File: src/rtl/cpu_types_pkg.sv
// Shared CPU pipeline types: the fetch/decode payload record and instruction constants.
package cpu_types_pkg;

   // Instruction word presented to decode when the fetch faulted.
   localparam logic [31:0] INST_ZERO = 32'h0000_0000;

   typedef struct packed {
      logic [31:0] pc;
      logic [31:0] inst;
      logic        valid;
      logic        fault;
   } if_id_t;

endpackage

File: src/rtl/ifu_fetch.sv
// Instruction fetch stage: one outstanding imem request, single output register to decode,
// redirect support with wrong-path response dropping.
module ifu_fetch
   import cpu_types_pkg::*;
#(
   parameter int               XLEN     = 32,
   parameter logic [XLEN-1:0]  RESET_PC = 32'h8000_0000
) (
   input  logic            clk,
   input  logic            rst,
   input  logic            redirect_valid,
   input  logic [XLEN-1:0] redirect_pc,
   output logic            imem_req_valid,
   input  logic            imem_req_ready,
   output logic [XLEN-1:0] imem_req_addr,
   input  logic            imem_resp_valid,
   output logic            imem_resp_ready,
   input  logic [31:0]     imem_resp_data,
   input  logic            imem_resp_err,
   output logic            out_valid,
   input  logic            out_ready,
   output logic [XLEN-1:0] out_pc,
   output logic [31:0]     out_inst,
   output logic            out_fault
);

   typedef enum logic [1:0] {S_REQ, S_RESP, S_OUT} ifu_state_e;

   ifu_state_e      r_state, w_state_next;
   logic [XLEN-1:0] r_pc, w_pc_next;
   logic [XLEN-1:0] r_pend_pc, w_pend_pc_next;
   logic            r_drop, w_drop_next;
   logic            w_out_load;
   logic [XLEN-1:0] r_out_pc;
   logic [31:0]     r_out_inst;
   logic            r_out_fault;

   always_ff @(posedge clk) begin
      if (rst) begin
         r_state     <= S_REQ;
         r_pc        <= RESET_PC;
         r_pend_pc   <= '0;
         r_drop      <= 1'b0;
         r_out_pc    <= '0;
         r_out_inst  <= INST_ZERO;
         r_out_fault <= 1'b0;
      end else begin
         r_state   <= w_state_next;
         r_pc      <= w_pc_next;
         r_pend_pc <= w_pend_pc_next;
         r_drop    <= w_drop_next;
         if (w_out_load) begin
            r_out_pc    <= r_pc;
            r_out_inst  <= imem_resp_err ? INST_ZERO : imem_resp_data;
            r_out_fault <= imem_resp_err;
         end
      end
   end

   always_comb begin
      w_state_next   = r_state;
      w_pc_next      = r_pc;
      w_pend_pc_next = r_pend_pc;
      w_drop_next    = r_drop;
      w_out_load     = 1'b0;
      unique case (r_state)
         S_REQ: begin
            // The request already on the bus is allowed to complete; its response is dropped.
            if (redirect_valid) begin
               w_pend_pc_next = redirect_pc;
               w_drop_next    = 1'b1;
            end
            if (imem_req_ready) begin
               w_state_next = S_RESP;
            end
         end
         S_RESP: begin
            if (redirect_valid) begin
               w_pend_pc_next = redirect_pc;
               w_drop_next    = 1'b1;
            end
            if (imem_resp_valid) begin
               if (r_drop || redirect_valid) begin
                  w_pc_next    = redirect_valid ? redirect_pc : r_pend_pc;
                  w_drop_next  = 1'b0;
                  w_state_next = S_REQ;
               end else begin
                  w_out_load   = 1'b1;
                  w_state_next = S_OUT;
               end
            end
         end
         S_OUT: begin
            // A redirect beats PC+4 whether or not decode took the held instruction.
            if (redirect_valid) begin
               w_pc_next    = redirect_pc;
               w_state_next = S_REQ;
            end else if (out_ready) begin
               w_pc_next    = r_pc + XLEN'(4);
               w_state_next = S_REQ;
            end
         end
         default: begin
            w_state_next = S_REQ;
         end
      endcase
   end

   assign imem_req_valid  = !rst && (r_state == S_REQ);
   assign imem_req_addr   = {r_pc[XLEN-1:2], 2'b00};
   assign imem_resp_ready = !rst && (r_state == S_RESP);
   assign out_valid       = !rst && (r_state == S_OUT);
   assign out_pc          = r_out_pc;
   assign out_inst        = r_out_inst;
   assign out_fault       = r_out_fault;

endmodule

File: config.mk
export PLATFORM = sky130hd
export DESIGN_NAME = ifu_fetch
export DESIGN_NICKNAME = d
export VERILOG_FILES = /design/src/rtl/cpu_types_pkg.sv /design/src/rtl/ifu_fetch.sv
export SDC_FILE = /design/constraint.sdc
export NUM_CORES = 1
export LEC_CHECK = 0
export ABC_AREA = 1
export BUFFER_PORTS_ARGS = -buffer_cell sky130_fd_sc_hd__buf_2
export CAP_MARGIN = 25
export CORE_MARGIN = 2
export CORE_UTILIZATION = 45
export DETAILED_ROUTE_END_ITERATION = 16
export GPL_TIMING_DRIVEN = 0
export PLACE_DENSITY = 0.73
export SETUP_SLACK_MARGIN = 0.1
export SLEW_MARGIN = 40
export SYNTH_ARGS = -nofsm -noshare
export SYNTH_HDL_FRONTEND = slang
export SYNTH_SLANG_ARGS = --single-unit
File: constraint.sdc
create_clock -name clk -period 1.45 [get_ports clk]
set_input_delay 0.0725 -clock clk [delete_from_list [all_inputs] [get_ports clk]]
set_output_delay 0.0725 -clock clk [all_outputs]
set_load 0.005 [all_outputs]
### Word level (Yosys, flattened, before mapping)

Index checks and enable logic that the tools add are counted.

| storage, ports and cells | value |
|---|---|
| output and inout bits | 100 |
| bits in registers | 132 |

| cells by class | value |
|---|---|
| add/sub/neg operators | 1 |
| equality and inequality tests | 6 |
| muxes and demuxes | 20 |
| reductions and logical operators | 11 |

Operators by type and width:

| cell | count |
|---|---|
| $mux W32 | 6 |
| $pmux W32 S2 | 1 |
| $add A32 B3 Y32 const B | 1 |
| $mux W2 | 5 |
| $mux W1 | 6 |
| $ne A2 B2 Y1 const B | 3 |
| $pmux W2 S3 | 1 |
| $reduce_and A4 Y1 | 1 |
| $reduce_bool A2 Y1 | 2 |
| $logic_and A1 B1 Y1 | 3 |
| $ne A3 B3 Y1 const B | 1 |
| $reduce_and A3 Y1 | 1 |
| $eq A2 B1 Y1 const B | 1 |
| $eq A2 B2 Y1 const B | 1 |
| $logic_not A2 Y1 | 1 |
| $pmux W1 S2 | 1 |
| $reduce_or A2 Y1 | 1 |
| $logic_not A1 Y1 | 1 |
| $logic_or A1 B1 Y1 | 1 |

### Longest topological paths before layout

| logic depth | value |
|---|---|
| word-level depth | 4 |
| gate-level depth with buffers | 12 |
| gate-level depth less buffers | 12 |

### Worst setup path after synthesis

No wires, ideal clock.

| timing path | value |
|---|---|
| kind | register to register |
| start point | reg r_pc[3] |
| end point | reg r_pc[30] |
| stages on the path, launching flop included | 13 |
| path buffers | 0 |
| arrival | 1.407 ns |
| library setup time | 0.132 ns |
| slack | -0.089 ns |
| path through | dfxtp_1 -> ha_1 -> nand2_1 -> nor2_2 -> nand2_1 -> nor2_4 -> nand2_1 -> nand2_1 -> nand2_1 -> nand2_1 -> nand2_1 -> nand2_1 -> a21oi_1 |

| on the way | value |
|---|---|
| longest elaborated chain between the ends | 4 |

RTL lines:

| item | RTL line | RTL |
|---|---|---|
| start, declared | ifu_fetch.sv:30 | `logic [XLEN-1:0] r_pc, w_pc_next;` |
| start signal, assigned | ifu_fetch.sv:49 | `r_pc <= w_pc_next;` |
| $add A32 B3 Y32 | ifu_fetch.sv:99 | `w_pc_next = r_pc + XLEN'(4);` |
| $mux W32 | ifu_fetch.sv:98 | `end else if (out_ready) begin` |
| $mux W32 | ifu_fetch.sv:95 | `if (redirect_valid) begin` |
| $pmux W32 S2 | ifu_fetch.sv:66 | `unique case (r_state)` |

Every way passes these cells. The select of a mux whose other input is x is not followed.
A chain may end at the register's enable or synchronous reset.

### Worst setup path in the final report

| timing path | value |
|---|---|
| start point | reg r_state[1] |
| end point | reg r_pc[27] |

| on the way | value |
|---|---|
| longest elaborated chain between the ends | 3 |
| elaborated cells on any way between the ends | 8 |
| classes of those cells | eq/ne (5); mux (1); reduce/logical (2) |

RTL lines:

| item | RTL line | RTL |
|---|---|---|
| start, declared | ifu_fetch.sv:29 | `ifu_state_e r_state, w_state_next;` |
| start signal, assigned | ifu_fetch.sv:48 | `r_state <= w_state_next;` |
| $eq A2 B2 Y1 / $eq A2 B1 Y1 (equally long branches) | ifu_fetch.sv:66 |  |
| $ne A3 B3 Y1 (no line), or another cell as far along | - |  |
| $reduce_and A4 Y1 (no line) | - |  |

Several ways; a longest one is shown, not always the timed one.

==> flow_summary.yaml <==
finish:
  growth_of_design_area_from_synthesis_to_finish_pct: 57.1
  finish.utilization_pct: 72.8
  layout-drive-gt1-share_pct: 38.9
  nets: 1290
  finish.instance_area_mm2: 0.0101
  fillerInstances: 1061
floorplan:
  dieArea_mm2: 0.0153
  die_ht_um: 124
  floorplan.die.width_um: 124
  fp.coreArea_mm2: 0.0139
  initial_utilization_pct: 46.4
  num_io_pins: 171
  core.rowCount: 43
placed_design:
  io_buffers: 168
  placed_wire_length_estimate_after_detailed_placement_um: 16200
  place_congestion: 0.957
  dpl_cell_area_mm2: 0.00759
timing:
  setup_viol: 98
  final_period_minus_worst_setup_slack_ns: 1.70
  timing.fmax_ghz: 0.587
  min_period_over_period_pct: 117
  finalHoldViolCount: 0
  slew_headroom_pct: 47.0
  finalWorstSetupSlack_ns: -0.254
  finalMaxSlewViolations: 0
  worst-slew-pin-transition_ns: 0.794
  rsz0062_at_grt: "true"
  final_skew_ns: 0.0107
synthesis:
  most_instantiated_cells_after_synthesis: "sky130_fd_sc_hd__nand2_1, sky130_fd_sc_hd__dfxtp_1, sky130_fd_sc_hd__nor2_1"
  ys_async_sr_fraction_pct: 0
  postSynthAreaPerCell_um2: 6.94
  yosys-top-cells-area: "sky130_fd_sc_hd__dfxtp_1, sky130_fd_sc_hd__nand2_1, sky130_fd_sc_hd__a21oi_1"
  synth-seq-cells: 132
  netlist.top_cell.by_area: "sky130_fd_sc_hd__dfxtp_1"
  most_common_cell_in_the_netlist: "sky130_fd_sc_hd__nand2_1"
  yosys_synthesis_warning_count: 0
  synth.cell_area_mm2: 0.00646
  synth-edff-count: 0
  synthDominantCellAreaShare_pct: 40.9
  synth_seq_area_share_pct: 40.9
  synthFlopType: "sky130_fd_sc_hd__dfxtp_1"
  syn_inst: 931
  post_synth_num_cell_types: 37
clock_network:
  path_clk_slew_ns: 0.06
  cts_tree: "yes"
  worst_skew_pair.late_latency_ns: 0.43
  numCtsBuffers: 17
  numClockSinks: 132
  clock_tree.root_cell: "sky130_fd_sc_hd__clkbuf_16"
  cts-root-to-sink-buffers: 2
  cts_max_level: 4
global_routing:
  global_route.overflow_total: 0
  antenna_violations_before_repair: 1
  wire_length_of_the_first_global_routing_pass_um: 37400
  track_usage_pct: 32.3
  number_of_global_route_vias_before_repair: 7256
  maximum_number_of_pins_on_one_net_before_global_route_repair: 17
setup_path:
  worstSetupEndpointType: "flop"
  crit_type: "flop to flop"
  cp_data_arrival_time_ns: 2.04
  crit_required_ns: 1.79
  start_kind: "flop"
  critPathMaxFanout: 10
  cp-startpoint: "r_state[1]"
  critical_r2r_launch: "r_state[1]"
detailed_routing:
  drt_wl_total_um: 26100
  firstDrtPassIters: 6
  wire_per_inst_um: 18.5
  vias: 7815
  final_antenna_net_count: 0
  vias_per_cell: 5.54
  remaining_drc_errors: 0
  drt_first_iter_violations: 774
worst_hold_path:
  hold_start: "redirect_pc[22]"
  min-delay-path-class: "input pin to flop"
job:
  max_cap_viol_count: 0
power:
  power.leakage_uw: 0.00451
  power-per-cell-area_mw_per_mm2: 941
  vdd.ir_drop.worst_mv: 0.962
outcome:
  status: "finished with violations"
  failing_checks: "setup timing"
## layout make-up
type | count | area [µm²] | share of cell area [%]
buffer | 84 | 703 | 6.93
clock buffer | 22 | 464 | 4.57
inverter | 87 | 347 | 3.42
sequential | 132 | 2700 | 26.6
multi-input combinational | 627 | 3580 | 35.3
timing repair buffer | 269 | 2020 | 19.9
tap | 180 | 225 | 2.22
antenna | 1 | 2.50 | 0.0247
clock inverter | 8 | 104 | 1.02
## path summary, 6_finish.rpt
path / depth (start not counted) / slack [ns] / to
worst max-delay path: 9 / -0.25 / r_pc[27]
worst min-delay path: 5 / 0.03 / r_pend_pc[22]
worst max register to register: 9 / -0.25 / r_pc[27]
worst min register to register: 2 / 0.45 / r_pend_pc[3]
## critical path, stage by stage (launching register included)
cell                      delay [ns]
sky130_fd_sc_hd__dfxtp_2        0.36
sky130_fd_sc_hd__buf_8          0.14
sky130_fd_sc_hd__inv_8          0.04
sky130_fd_sc_hd__nor2_8         0.16
sky130_fd_sc_hd__nand2_4        0.07
sky130_fd_sc_hd__or2_4          0.25
sky130_fd_sc_hd__nand3_4        0.11
sky130_fd_sc_hd__buf_4          0.23
sky130_fd_sc_hd__nand2_1        0.08
sky130_fd_sc_hd__a21oi_1        0.17
## through the flow
step	cells	hold WS, ns	total power [µW]	worst slack [ns]	setup TNS (ns)
global route	1410	0.0470	9850	-0.338	-19.89
detailed placement	1280	0.317	4980	-0.532	-27.86
finish	1410	0.0284	9550	-0.254	-13.50
CTS	1392	0.00726	9410	-0.168	-9.35
floorplan	932	0.221	4550	-0.0340	-0.399
global placement	1280	0.305	4970	-0.508	-25.05
## cells in the final DEF, fill, tap and decap left out, types with 5 or more instances in the layout
cell type and count:
sky130_fd_sc_hd__a21oi_1 91, sky130_fd_sc_hd__a21oi_2 12, sky130_fd_sc_hd__a22oi_2 32, sky130_fd_sc_hd__a31oi_1 10, sky130_fd_sc_hd__buf_12 10, sky130_fd_sc_hd__buf_2 173
sky130_fd_sc_hd__buf_4 53, sky130_fd_sc_hd__buf_6 19, sky130_fd_sc_hd__buf_8 10, sky130_fd_sc_hd__clkbuf_1 19, sky130_fd_sc_hd__clkbuf_16 25, sky130_fd_sc_hd__clkbuf_2 5
sky130_fd_sc_hd__dfxtp_1 106, sky130_fd_sc_hd__dfxtp_2 16, sky130_fd_sc_hd__dfxtp_4 10, sky130_fd_sc_hd__dlygate4sd3_1 52, sky130_fd_sc_hd__inv_1 76, sky130_fd_sc_hd__inv_2 6
sky130_fd_sc_hd__nand2_1 170, sky130_fd_sc_hd__nand3_1 29, sky130_fd_sc_hd__nand3_2 6, sky130_fd_sc_hd__nor2_1 100, sky130_fd_sc_hd__nor2_2 16, sky130_fd_sc_hd__nor2_4 18
sky130_fd_sc_hd__o211ai_1 8, sky130_fd_sc_hd__o21ai_0 56, sky130_fd_sc_hd__o21ai_1 14, sky130_fd_sc_hd__o21ai_2 29
## cell families (layout without fill, tap and decap cells)
kind of cell	after synthesis	after routing	synth area share [%]
AND/OR/NAND/NOR	362	362	23.3
XOR/XNOR	1	1	0.136
adder cells (fa/ha/maj)	1	1	0.194
other	1	3	0.0580
buffers and inverters	173	470	13.0
flip-flops	132	132	40.9
AO/OA/AOI/OAI	261	261	22.4
## flip-flops by register name, summed over array words and instances (netlist names)
register   count
out_inst      32
out_pc        32
r_pc          32
r_pend_pc     32
r_state        2
out_fault      1
r_drop         1
## power breakdown
group / switching (µW) / internal (µW)
Clock: 1630 / 2600
Sequential: 162 / 3780
Combinational: 741 / 639
Total: 2540 / 7020
## metal layers
layer / vias up / GRT usage (%) / share of wire [%]
met5: - / 0 / 0
met4: 0 / 14.7 / 3.5
met3: 74 / 8.56 / 9.9
met2: 472 / 54.1 / 49
met1: 3650 / 38.7 / 38
li1: 3619 / - / -
## timing repair
item / in CTS / in global routing
cloned: 6 / 6
hold endpoints to repair: 55 / 0
buffers inserted: 25 / 12
hold buffers: 52 / 0
pin swaps: 28 / 50
endpoints found under the setup margin: 114 / 127
resized for setup: 192 / 107
Power figures use the tool's default switching activity.
